===== config.mk =====
export PLATFORM = sky130hd
export DESIGN_NAME = ad9783_spi_ctrl_flat
export DESIGN_NICKNAME = d
export VERILOG_FILES = /design/src/rtl/ad9783_pkg.sv /design/src/rtl/ad9783_spi_ctrl_if.sv /design/src/rtl/ad9783_init_rom.sv /design/src/rtl/ad9783_spi_ctrl.sv /design/src/flat_wrapper.sv
export SDC_FILE = /design/constraint.sdc
export NUM_CORES = 1
export LEC_CHECK = 0
export ABC_AREA = 1
export ABC_CLOCK_PERIOD_IN_PS = 1500
export CORE_ASPECT_RATIO = 0.75
export CORE_UTILIZATION = 50
export CTS_BUF_LIST = sky130_fd_sc_hd__clkbuf_8 sky130_fd_sc_hd__clkbuf_16
export DETAILED_ROUTE_END_ITERATION = 10
export PLACE_DENSITY = 0.8
export SKIP_CTS_REPAIR_TIMING = 1
export SYNTH_ARGS = -nofsm -noshare
export SYNTH_HDL_FRONTEND = slang
export SYNTH_SLANG_ARGS = --single-unit

===== constraint.sdc =====
create_clock -name clk_in -period 1.5 [get_ports clk_in]
set_input_delay 0.375 -clock clk_in [delete_from_list [all_inputs] [get_ports clk_in]]
set_output_delay 0.375 -clock clk_in [all_outputs]
set_load 0.03 [all_outputs]

===== src/rtl/ad9783_pkg.sv =====
// Shared types and constants for the AD9783 SPI configuration controller.
// Contents: FSM state and frame-phase enums, SPI frame geometry, the
// register-init table words, and a helper that builds the instruction byte.
package ad9783_pkg;

  typedef enum logic [2:0] {
    StRstHold,
    StRstWait,
    StInitLoad,
    StFrame,
    StGap,
    StIdle
  } state_t;

  // Sub-phases of one SPI frame: setup, SCK low half, SCK high half, hold.
  typedef enum logic [1:0] {
    PhSetup,
    PhLow,
    PhHigh,
    PhHold
  } phase_t;

  localparam int unsigned SPI_FRAME_BITS = 16;
  localparam int unsigned SPI_RW_BIT     = 7;

  // Init table entries as {instruction, data}; all are writes.
  localparam logic [SPI_FRAME_BITS-1:0] INIT_SPI_CTRL  = {8'h00, 8'h00};  // 4-wire, MSB first
  localparam logic [SPI_FRAME_BITS-1:0] INIT_DATA_CTRL = {8'h02, 8'h00};
  localparam logic [SPI_FRAME_BITS-1:0] INIT_PWR_DOWN  = {8'h03, 8'h00};  // power-down off

  // Instruction byte: R/W in bit 7, two-bit length field fixed to single byte.
  function automatic logic [7:0] make_instr(input logic rd, input logic [4:0] reg_addr);
    return {rd, 2'b00, reg_addr};
  endfunction

endpackage


===== src/rtl/ad9783_spi_ctrl_if.sv =====
// Host command bus of the AD9783 SPI controller.
// master: host side (drives trigger, address, write data).
// slave : controller side (drives read data, busy, done, init_done).
interface ad9783_spi_ctrl_if;
  logic        cmd_trig_in;
  logic [15:0] cmd_addr_in;
  logic [15:0] cmd_data_in;
  logic [15:0] cmd_data_out;
  logic        cmd_busy_out;
  logic        cmd_done_out;
  logic        init_done_out;

  modport master (
    output cmd_trig_in,
    output cmd_addr_in,
    output cmd_data_in,
    input  cmd_data_out,
    input  cmd_busy_out,
    input  cmd_done_out,
    input  init_done_out
  );

  modport slave (
    input  cmd_trig_in,
    input  cmd_addr_in,
    input  cmd_data_in,
    output cmd_data_out,
    output cmd_busy_out,
    output cmd_done_out,
    output init_done_out
  );
endinterface


===== src/rtl/ad9783_init_rom.sv =====
// Combinational init ROM: maps an init index to a 16-bit {instr, data} frame.
// Ports:
//   idx  - init entry index (0..15)
//   word - frame word to shift out
// Indices past the defined table repeat the SPI-control write, which is harmless.
module ad9783_init_rom
  import ad9783_pkg::*;
(
  input  logic [3:0]                idx,
  output logic [SPI_FRAME_BITS-1:0] word
);

  always_comb begin
    word = INIT_SPI_CTRL;
    case (idx)
      4'd0:    word = INIT_SPI_CTRL;
      4'd1:    word = INIT_DATA_CTRL;
      4'd2:    word = INIT_PWR_DOWN;
      default: word = INIT_SPI_CTRL;
    endcase
  end

endmodule


===== src/rtl/ad9783_spi_ctrl.sv =====
// AD9783 SPI configuration controller.
// After reset it pulses the DAC reset, replays the init ROM as write frames,
// then serves single-register host read/write commands as 16-bit SPI frames
// (8-bit instruction, 8-bit data, MSB first, DAC samples on SCK rising edge).
// Ports:
//   clk_in, rst_in   - clock and synchronous active-high reset
//   cmd              - host command bus (slave side of ad9783_spi_ctrl_if)
//   rst_out          - DAC hardware reset, active high
//   spi_scs_out      - chip select, active low
//   spi_sck_out      - serial clock, idle low
//   spi_sdo_out      - serial data to DAC
//   spi_sdi_in       - serial data from DAC
// Build option: define AD9783_SPI_READBACK_EN to include SDI capture and read
// data return; otherwise cmd_data_out is constant zero and spi_sdi_in is unused.
module ad9783_spi_ctrl
  import ad9783_pkg::*;
#(
  parameter int unsigned CLK_DIV    = 4,
  parameter int unsigned RST_CYCLES = 16,
  parameter int unsigned INIT_LEN   = 3
) (
  input  logic               clk_in,
  input  logic               rst_in,
  ad9783_spi_ctrl_if.slave   cmd,
  output logic               rst_out,
  output logic               spi_scs_out,
  output logic               spi_sck_out,
  output logic               spi_sdo_out,
  input  logic               spi_sdi_in
);

  localparam int unsigned DivW = (CLK_DIV > 1) ? $clog2(CLK_DIV) : 1;
  localparam int unsigned RstW = (RST_CYCLES > 1) ? $clog2(RST_CYCLES) : 1;

  state_t                    state_q, state_d;
  phase_t                    phase_q, phase_d;
  logic [DivW-1:0]           div_q, div_d;
  logic [RstW-1:0]           rst_cnt_q, rst_cnt_d;
  logic [3:0]                bit_q, bit_d;
  logic [SPI_FRAME_BITS-1:0] shift_q, shift_d;
  logic [3:0]                idx_q, idx_d;
  logic                      host_q, host_d;
  logic                      init_done_q, init_done_d;
  logic [SPI_FRAME_BITS-1:0] rom_word;
  logic                      div_end, rst_end;

`ifdef AD9783_SPI_READBACK_EN
  logic                      rd_q, rd_d;
  logic [7:0]                rx_q, rx_d;
  logic [15:0]               data_out_q, data_out_d;
`else
  logic                      unused_sdi;
  assign unused_sdi = spi_sdi_in;
`endif

  logic unused_cmd_bits;
  assign unused_cmd_bits = ^{cmd.cmd_addr_in[15:8], cmd.cmd_addr_in[6:5],
                             cmd.cmd_data_in[15:8]};

  ad9783_init_rom u_init_rom (
    .idx  (idx_q),
    .word (rom_word)
  );

  assign div_end = (div_q == DivW'(CLK_DIV - 1));
  assign rst_end = (rst_cnt_q == RstW'(RST_CYCLES - 1));

  // State register.
  always_ff @(posedge clk_in) begin
    if (rst_in) begin
      state_q     <= StRstHold;
      phase_q     <= PhSetup;
      div_q       <= '0;
      rst_cnt_q   <= '0;
      bit_q       <= '0;
      shift_q     <= '0;
      idx_q       <= '0;
      host_q      <= 1'b0;
      init_done_q <= 1'b0;
`ifdef AD9783_SPI_READBACK_EN
      rd_q        <= 1'b0;
      rx_q        <= '0;
      data_out_q  <= '0;
`endif
    end else begin
      state_q     <= state_d;
      phase_q     <= phase_d;
      div_q       <= div_d;
      rst_cnt_q   <= rst_cnt_d;
      bit_q       <= bit_d;
      shift_q     <= shift_d;
      idx_q       <= idx_d;
      host_q      <= host_d;
      init_done_q <= init_done_d;
`ifdef AD9783_SPI_READBACK_EN
      rd_q        <= rd_d;
      rx_q        <= rx_d;
      data_out_q  <= data_out_d;
`endif
    end
  end

  // Next-state and datapath.
  always_comb begin
    state_d     = state_q;
    phase_d     = phase_q;
    div_d       = div_q;
    rst_cnt_d   = rst_cnt_q;
    bit_d       = bit_q;
    shift_d     = shift_q;
    idx_d       = idx_q;
    host_d      = host_q;
    init_done_d = init_done_q;
`ifdef AD9783_SPI_READBACK_EN
    rd_d        = rd_q;
    rx_d        = rx_q;
    data_out_d  = data_out_q;
`endif

    unique case (state_q)
      StRstHold: begin
        if (rst_end) begin
          rst_cnt_d = '0;
          state_d   = StRstWait;
        end else begin
          rst_cnt_d = rst_cnt_q + 1'b1;
        end
      end

      StRstWait: begin
        if (rst_end) begin
          rst_cnt_d = '0;
          idx_d     = '0;
          state_d   = StInitLoad;
        end else begin
          rst_cnt_d = rst_cnt_q + 1'b1;
        end
      end

      StInitLoad: begin
        shift_d = rom_word;
        host_d  = 1'b0;
`ifdef AD9783_SPI_READBACK_EN
        rd_d    = 1'b0;
`endif
        phase_d = PhSetup;
        div_d   = '0;
        bit_d   = 4'd15;
        state_d = StFrame;
      end

      StIdle: begin
        if (cmd.cmd_trig_in) begin
          // Read frames drive zeros in the data byte.
          shift_d = {make_instr(cmd.cmd_addr_in[SPI_RW_BIT], cmd.cmd_addr_in[4:0]),
                     cmd.cmd_addr_in[SPI_RW_BIT] ? 8'h00 : cmd.cmd_data_in[7:0]};
          host_d  = 1'b1;
`ifdef AD9783_SPI_READBACK_EN
          rd_d    = cmd.cmd_addr_in[SPI_RW_BIT];
`endif
          phase_d = PhSetup;
          div_d   = '0;
          bit_d   = 4'd15;
          state_d = StFrame;
        end
      end

      StFrame: begin
        if (div_end) begin
          div_d = '0;
          unique case (phase_q)
            PhSetup: phase_d = PhLow;
            PhLow: begin
              phase_d = PhHigh;
`ifdef AD9783_SPI_READBACK_EN
              // This edge is the SCK rising edge; capture the data byte bits.
              if (bit_q < 4'd8) rx_d = {rx_q[6:0], spi_sdi_in};
`endif
            end
            PhHigh: begin
              if (bit_q == 4'd0) begin
                phase_d = PhHold;
              end else begin
                bit_d   = bit_q - 1'b1;
                shift_d = {shift_q[SPI_FRAME_BITS-2:0], 1'b0};
                phase_d = PhLow;
              end
            end
            PhHold: begin
              state_d = StGap;
`ifdef AD9783_SPI_READBACK_EN
              if (host_q && rd_q) data_out_d = {8'h00, rx_q};
`endif
            end
            default: phase_d = PhSetup;
          endcase
        end else begin
          div_d = div_q + 1'b1;
        end
      end

      StGap: begin
        if (div_end) begin
          div_d = '0;
          if (init_done_q) begin
            state_d = StIdle;
          end else if (idx_q == 4'(INIT_LEN - 1)) begin
            init_done_d = 1'b1;
            state_d     = StIdle;
          end else begin
            idx_d   = idx_q + 1'b1;
            state_d = StInitLoad;
          end
        end else begin
          div_d = div_q + 1'b1;
        end
      end

      default: state_d = StRstHold;
    endcase
  end

  // Outputs decoded from registered state.
  always_comb begin
    rst_out           = (state_q == StRstHold);
    spi_scs_out       = (state_q != StFrame);
    spi_sck_out       = (state_q == StFrame) && (phase_q == PhHigh);
    spi_sdo_out       = (state_q == StFrame) ? shift_q[SPI_FRAME_BITS-1] : 1'b0;
    cmd.cmd_busy_out  = (state_q != StIdle);
    // First gap cycle is the cycle chip select rises.
    cmd.cmd_done_out  = (state_q == StGap) && (div_q == '0) && host_q;
    cmd.init_done_out = init_done_q;
`ifdef AD9783_SPI_READBACK_EN
    cmd.cmd_data_out  = data_out_q;
`else
    cmd.cmd_data_out  = 16'h0000;
`endif
  end

endmodule


===== src/flat_wrapper.sv =====
// flat-port wrapper written by rule: the top's interface ports become plain ports
module ad9783_spi_ctrl_flat import ad9783_pkg::*;
#(
  parameter int unsigned CLK_DIV    = 4,
  parameter int unsigned RST_CYCLES = 16,
  parameter int unsigned INIT_LEN   = 3
)
  (clk_in, rst_in, rst_out, spi_scs_out, spi_sck_out, spi_sdo_out, spi_sdi_in, cmd_cmd_trig_in, cmd_cmd_addr_in, cmd_cmd_data_in, cmd_cmd_data_out, cmd_cmd_busy_out, cmd_cmd_done_out, cmd_init_done_out);
  ad9783_spi_ctrl_if cmd_i ();
  input  logic clk_in;
  input  logic rst_in;
  output logic rst_out;
  output logic spi_scs_out;
  output logic spi_sck_out;
  output logic spi_sdo_out;
  input  logic spi_sdi_in;
  input wire logic [$bits(cmd_i.cmd_trig_in)-1:0] cmd_cmd_trig_in;
  input wire logic [$bits(cmd_i.cmd_addr_in)-1:0] cmd_cmd_addr_in;
  input wire logic [$bits(cmd_i.cmd_data_in)-1:0] cmd_cmd_data_in;
  output wire logic [$bits(cmd_i.cmd_data_out)-1:0] cmd_cmd_data_out;
  output wire logic [$bits(cmd_i.cmd_busy_out)-1:0] cmd_cmd_busy_out;
  output wire logic [$bits(cmd_i.cmd_done_out)-1:0] cmd_cmd_done_out;
  output wire logic [$bits(cmd_i.init_done_out)-1:0] cmd_init_done_out;
  assign cmd_i.cmd_trig_in = cmd_cmd_trig_in;
  assign cmd_i.cmd_addr_in = cmd_cmd_addr_in;
  assign cmd_i.cmd_data_in = cmd_cmd_data_in;
  assign cmd_cmd_data_out = cmd_i.cmd_data_out;
  assign cmd_cmd_busy_out = cmd_i.cmd_busy_out;
  assign cmd_cmd_done_out = cmd_i.cmd_done_out;
  assign cmd_init_done_out = cmd_i.init_done_out;
  ad9783_spi_ctrl #(.CLK_DIV(CLK_DIV), .RST_CYCLES(RST_CYCLES), .INIT_LEN(INIT_LEN)) u_core (.clk_in(clk_in), .rst_in(rst_in), .cmd(cmd_i), .rst_out(rst_out), .spi_scs_out(spi_scs_out), .spi_sck_out(spi_sck_out), .spi_sdo_out(spi_sdo_out), .spi_sdi_in(spi_sdi_in));
endmodule

* Yosys cells after proc, flatten, opt, wreduce, memory -nomap -nowiden
Cells that the tools add are included.
** Word-level totals
- Bits in registers :: 37
- Bits in latches :: 0
- Memory bits (writable) :: 0
- Memory bits (read-only) :: 0
- Input bits :: 36
- Output and inout bits :: 23
- Word-level logic and storage cells :: 97
- Memories kept :: 0
** Cells by class
- Add/sub/neg operators :: 4
- $mul :: 0
- Divide/modulo/power cells :: 0
- Order comparisons :: 0
- Eq/ne operators :: 25
- Shift-type cells :: 0
- Mux-type cells :: 39
- Bitwise logic cells :: 0
- Reductions and logical operators :: 20
** Operators with widths (count)
- $mux 16 :: 4
- $pmux 16 s3 :: 1
- $mux 4 :: 9
- $mux 3 :: 8
- $pmux 10 s2 :: 1
- $pmux 2 s3 :: 3
- $pmux 3 s6 :: 1
- $ne 2x2->1 const B :: 6
- $pmux 4 s3 :: 1
- $reduce_and 5->1 :: 2
- $add 4x1->4 const B :: 2
- $mux 2 :: 4
- $mux 8 :: 1
- $ne 2x1->1 const B :: 4
- $pmux 4 s2 :: 1
- $eq 2x2->1 const B :: 3
- $eq 3x2->1 const B :: 2
- $eq 3x3->1 const B :: 2
- $reduce_and 2->1 :: 3
- $reduce_and 6->1 :: 1
- $reduce_bool 3->1 :: 2
- $eq 4x1->1 const B :: 1
- $eq 4x2->1 const B :: 1
- $eq 4x4->1 const B :: 1
- 16 further kinds :: 24

* Longest topological paths before layout
- Depth in word-level cells :: 5
- Gate-level depth with buffers :: 11
- Depth with buffers taken out :: 9

* By module
Synthesis repeated with hierarchy kept, for this count alone.
** Unflattened totals
- Cell total of the unflattened synthesis :: 432
- Area total of the unflattened synthesis :: 2646.3 µm²
** By module, submodules not included
- ad9783_spi_ctrl :: times used 1, cells each 408, area each 2501.1 µm², sequential area each 740.7 µm²
- ad9783_init_rom :: times used 1, cells each 24, area each 145.1 µm², sequential area each 0.0 µm²

* Worst setup path before layout
No wires, ideal clock.
- Path kind :: register -> output
- From :: register u_core.state_q[2]
- To :: output port spi_sck_out
- Arrival :: 1.272 ns
- Required time :: 1.125 ns
- Setup slack :: -0.147 ns
- Stages on the path, launching flop included :: 6
- Path buffers :: 2
- Path through :: dfxtp_1 -> buf_2 -> inv_1 -> nand3_2 -> buf_2 -> nor2_1
** Between the ends
- Longest elaborated chain between the ends :: 2
** RTL lines
- start, declared :: line ad9783_spi_ctrl.sv:35 : state_t state_q, state_d;
- start signal, assigned :: line ad9783_spi_ctrl.sv:71 : state_q <= StRstHold;
- start signal, assigned :: line ad9783_spi_ctrl.sv:86 : state_q <= state_d;
- $eq 3x2->1 :: line ad9783_spi_ctrl.sv:227 : spi_sck_out = (state_q == StFrame) && (phase_q == PhHigh);
- $logic_and 1x1->1 :: line ad9783_spi_ctrl.sv:227
- end, declared :: line flat_wrapper.sv:14 : output logic spi_sck_out;
No other way between the ends.

* Final worst setup path
- From :: register u_core.state_q[1]
- To :: output port spi_scs_out
** Between the ends
- Longest elaborated chain between the ends :: 1
** RTL lines
- $ne 3x2->1 :: line ad9783_spi_ctrl.sv:226 : spi_scs_out = (state_q != StFrame);
- end, declared :: line flat_wrapper.sv:13 : output logic spi_scs_out;
No other way between the ends.

==> summary.txt <==
Outcome
  – Status: complete, but fails checks
  – Failing checks: setup timing

Flow run
  – Max-Cap Viols: 0

Drt
  – Drt first pass iters: 6
  – # DRC: 0
  – Antenna-violating nets left: 0
  – Detailed Route Iter0 Violations: 244
  – Vias per cell: 5.64
  – DR vias: 2858
  – Avg WL per Cell: 16.1 µm
  – Post-Route WL: 8.16 mm

Timing
  – Min cycle time layout: 1.69 ns
  – Fin. Hold Viols: 0
  – Clk_skew: 0.0200 ns
  – Final setup violation count: 33
  – Top achievable clock speed: 592 MHz
  – Fin worst setup slack: -0.190 ns
  – Max-slew violations: 0
  – Fin crit share: 113%
  – Unrepaired setup endpoints after global routing: true
  – Setup_tns: -2.55 ns

Global routing
  – GR Util All Layers: 22.6%
  – Antenna violations before repair: 0
  – Gr ovfl total: 0
  – Global-route wire length before repair: 9.63 mm
  – Largest net degree at the start of global routing: 30
  – Vias in the first global route: 2188

Die
  – Row count: 21
  – Core area: 4600 µm²
  – Boundary pin count: 59
  – Initial core utilization: 53.6%
  – Die width: 83.1 µm
  – DIE HEIGHT: 62.8 µm
  – Die area: 5220 µm²

Clock network
  – Worst-Skew Late Latency: 0.31 ns
  – CTS Root Cell: clkbuf_8
  – Sink Count: 37
  – CTS buffer count: 5
  – CTS clock-pin slew for the worst setup and hold paths: 0.09 ns
  – CTS H-tree depth: 2
  – CTS tree: done
  – Longest Clk Path Bufs: 2

Cells and area
  – Design area: 3540 µm²
  – # diodes: 0
  – Area grow syn2layout: 43.7%
  – Core Util, Final: 77.0%
  – Share of cells above drive strength 1: 33.1%
  – Nets@finish: 498

Synthesis
  – Warnings, synthesis: 0
  – Unique masters post-synth: 28
  – Flops & latches, synth: 37
  – Cell Area, Synth: 2460 µm²
  – Post-synthesis sequential area ratio: 30.1%
  – Mapped Cells: 385
  – Avg Cell Area, Syn: 6.40 µm²

Power and ir drop
  – Pwr Total: 0.00539 W
  – Leak: 1.57 nW
  – Pwr dens: 1520 nW/µm²
  – Worst ir drop on vdd: 0.000916 V

Placement
  – Hpwl dp: 4.15 mm
  – Placed cell area: 2930 µm²
  – Pre-CTS setup slack: -0.239 ns
  – I/O Buffers: 23
  – Routability cong.: 0.829

Worst setup path
  – Critical path fanouts, max: 7
  – Crit path launch type: flop
  – Worst EP arrival: 1.32 ns
  – Crit end category: primary output
  – CP startpoint: u_core.state_q[1]
  – WP data required: 1.12 ns
  – CP Class: reg2out
  – Critical R2R Launch: u_core.state_q[1]

Hold path
  – Hold Crit Class: reg2reg
  – Worst min-delay path startpoint: u_core.rst_cnt_q[0]
[state kept, by name, summed over array words and instances (netlist names)]
name,cells
u_core.rst_cnt_q,4
u_core.cmd.init_done_out,1
u_core.div_q,2
u_core.host_q,1
u_core.bit_q,4
u_core.phase_q,2
u_core.shift_q,16
u_core.state_q,3
u_core.idx_q,4
[path summary, 6_finish.rpt]
| check | to | slack [ns] | cells after the start |
|---|---|---|---|
| hold reg to reg | u_core.rst_cnt_q[0] | 0.48 | 1 |
| setup reg to reg | u_core.idx_q[2] | -0.12 | 10 |
| setup / recovery | spi_scs_out | -0.19 | 4 |
| hold / removal | u_core.rst_cnt_q[0] | 0.48 | 1 |
[synthesized netlist by cell type (all sizes together)]
cell / count / area share, %
nand2: 89 / 14
nor2: 83 / 14
nand3: 39 / 8.9
dfxtp: 37 / 30
inv: 35 / 5.3
a21oi: 34 / 6.9
buf: 29 / 8.7
ha: 13 / 6.6
o21ai: 9 / 1.8
clkbuf: 4 / 0.61
nand4: 3 / 0.76
nor3: 3 / 0.61
a211oi: 1 / 0.30
clkinv: 1 / 0.15
conb: 1 / 0.15
o211ai: 1 / 0.30
o21bai: 1 / 0.30
or2: 1 / 0.25
xor2: 1 / 0.36
[placed cells by master, fill, tap and decap left out, types with 2 or more instances in the layout]
cell / count
dfxtp_2: 5
nor3_1: 3
dfxtp_1: 30
o21ai_1: 2
o21ai_0: 5
nand4_1: 3
clkbuf_16: 2
clkdlybuf4s50_1: 16
clkbuf_8: 5
buf_4: 34
nor2_2: 7
inv_4: 2
nand2_4: 5
nand3_1: 22
conb_1: 16
nand2_1: 75
buf_6: 19
nand3_4: 4
dlymetal6s2s_1: 2
a21oi_2: 12
nand3_2: 13
nor2_1: 63
nand2_2: 8
ha_1: 12
inv_1: 27
nor2_4: 12
o21ai_2: 2
clkinv_2: 2
dfxtp_4: 2
inv_2: 6
a21oi_1: 21
buf_12: 2
[worst max-delay path, stage by stage, from the launching register on]
cell	delay, ns
dfxtp_2	0.37
buf_6	0.14
nand3_4	0.12
buf_4	0.20
buf_4	0.17
[logic make-up (layout without fill, tap and decap cells)]
group / Yosys count / count (layout) / share of synthesized area (%)
AND/OR/NAND/NOR: 218 / 218 / 38.3
buffers and inverters: 69 / 119 / 14.8
AO/OA/AOI/OAI: 46 / 46 / 9.65
flip-flops: 37 / 37 / 30.1
adder cells (fa/ha/maj): 13 / 13 / 6.60
other: 1 / 16 / 0.152
XOR/XNOR: 1 / 1 / 0.356
[per-stage QoR]
step	hold WS [ns]	cells
finish	0.478	507
detailed placement	0.465	489
global route	0.506	507
CTS	0.475	497
global placement	0.460	489
floorplan	0.445	400
[per-layer routing]
layer | GRT usage, % | vias up | share of wire, %
met5 | 0 | - | 0
met4 | 7.33 | 0 | 5.8
met3 | 4.49 | 55 | 7.9
met2 | 36.4 | 189 | 46
met1 | 30.5 | 1303 | 40
li1 | - | 1311 | -
[where the power goes]
group | internal (W) | leakage (nW) | switching, W
sequential | 0.00136 | 0.306 | 0.000326
clock | 0.000322 | 0.0439 | 0.000410
combinational | 0.00130 | 1.22 | 0.00168
total | 0.00298 | 1.57 | 0.00241
[area by class of cell]
class	count	area (µm²)
Clock buffer	5	68.8
Clock inverter	3	17.5
Fill cell	299	1060
Inverter	36	140
Multi-Input combinational cell	294	1740
Sequential cell	37	754
Tap cell	57	71.3
Timing Repair Buffer	75	744
(Power assumes the default switching activity.)
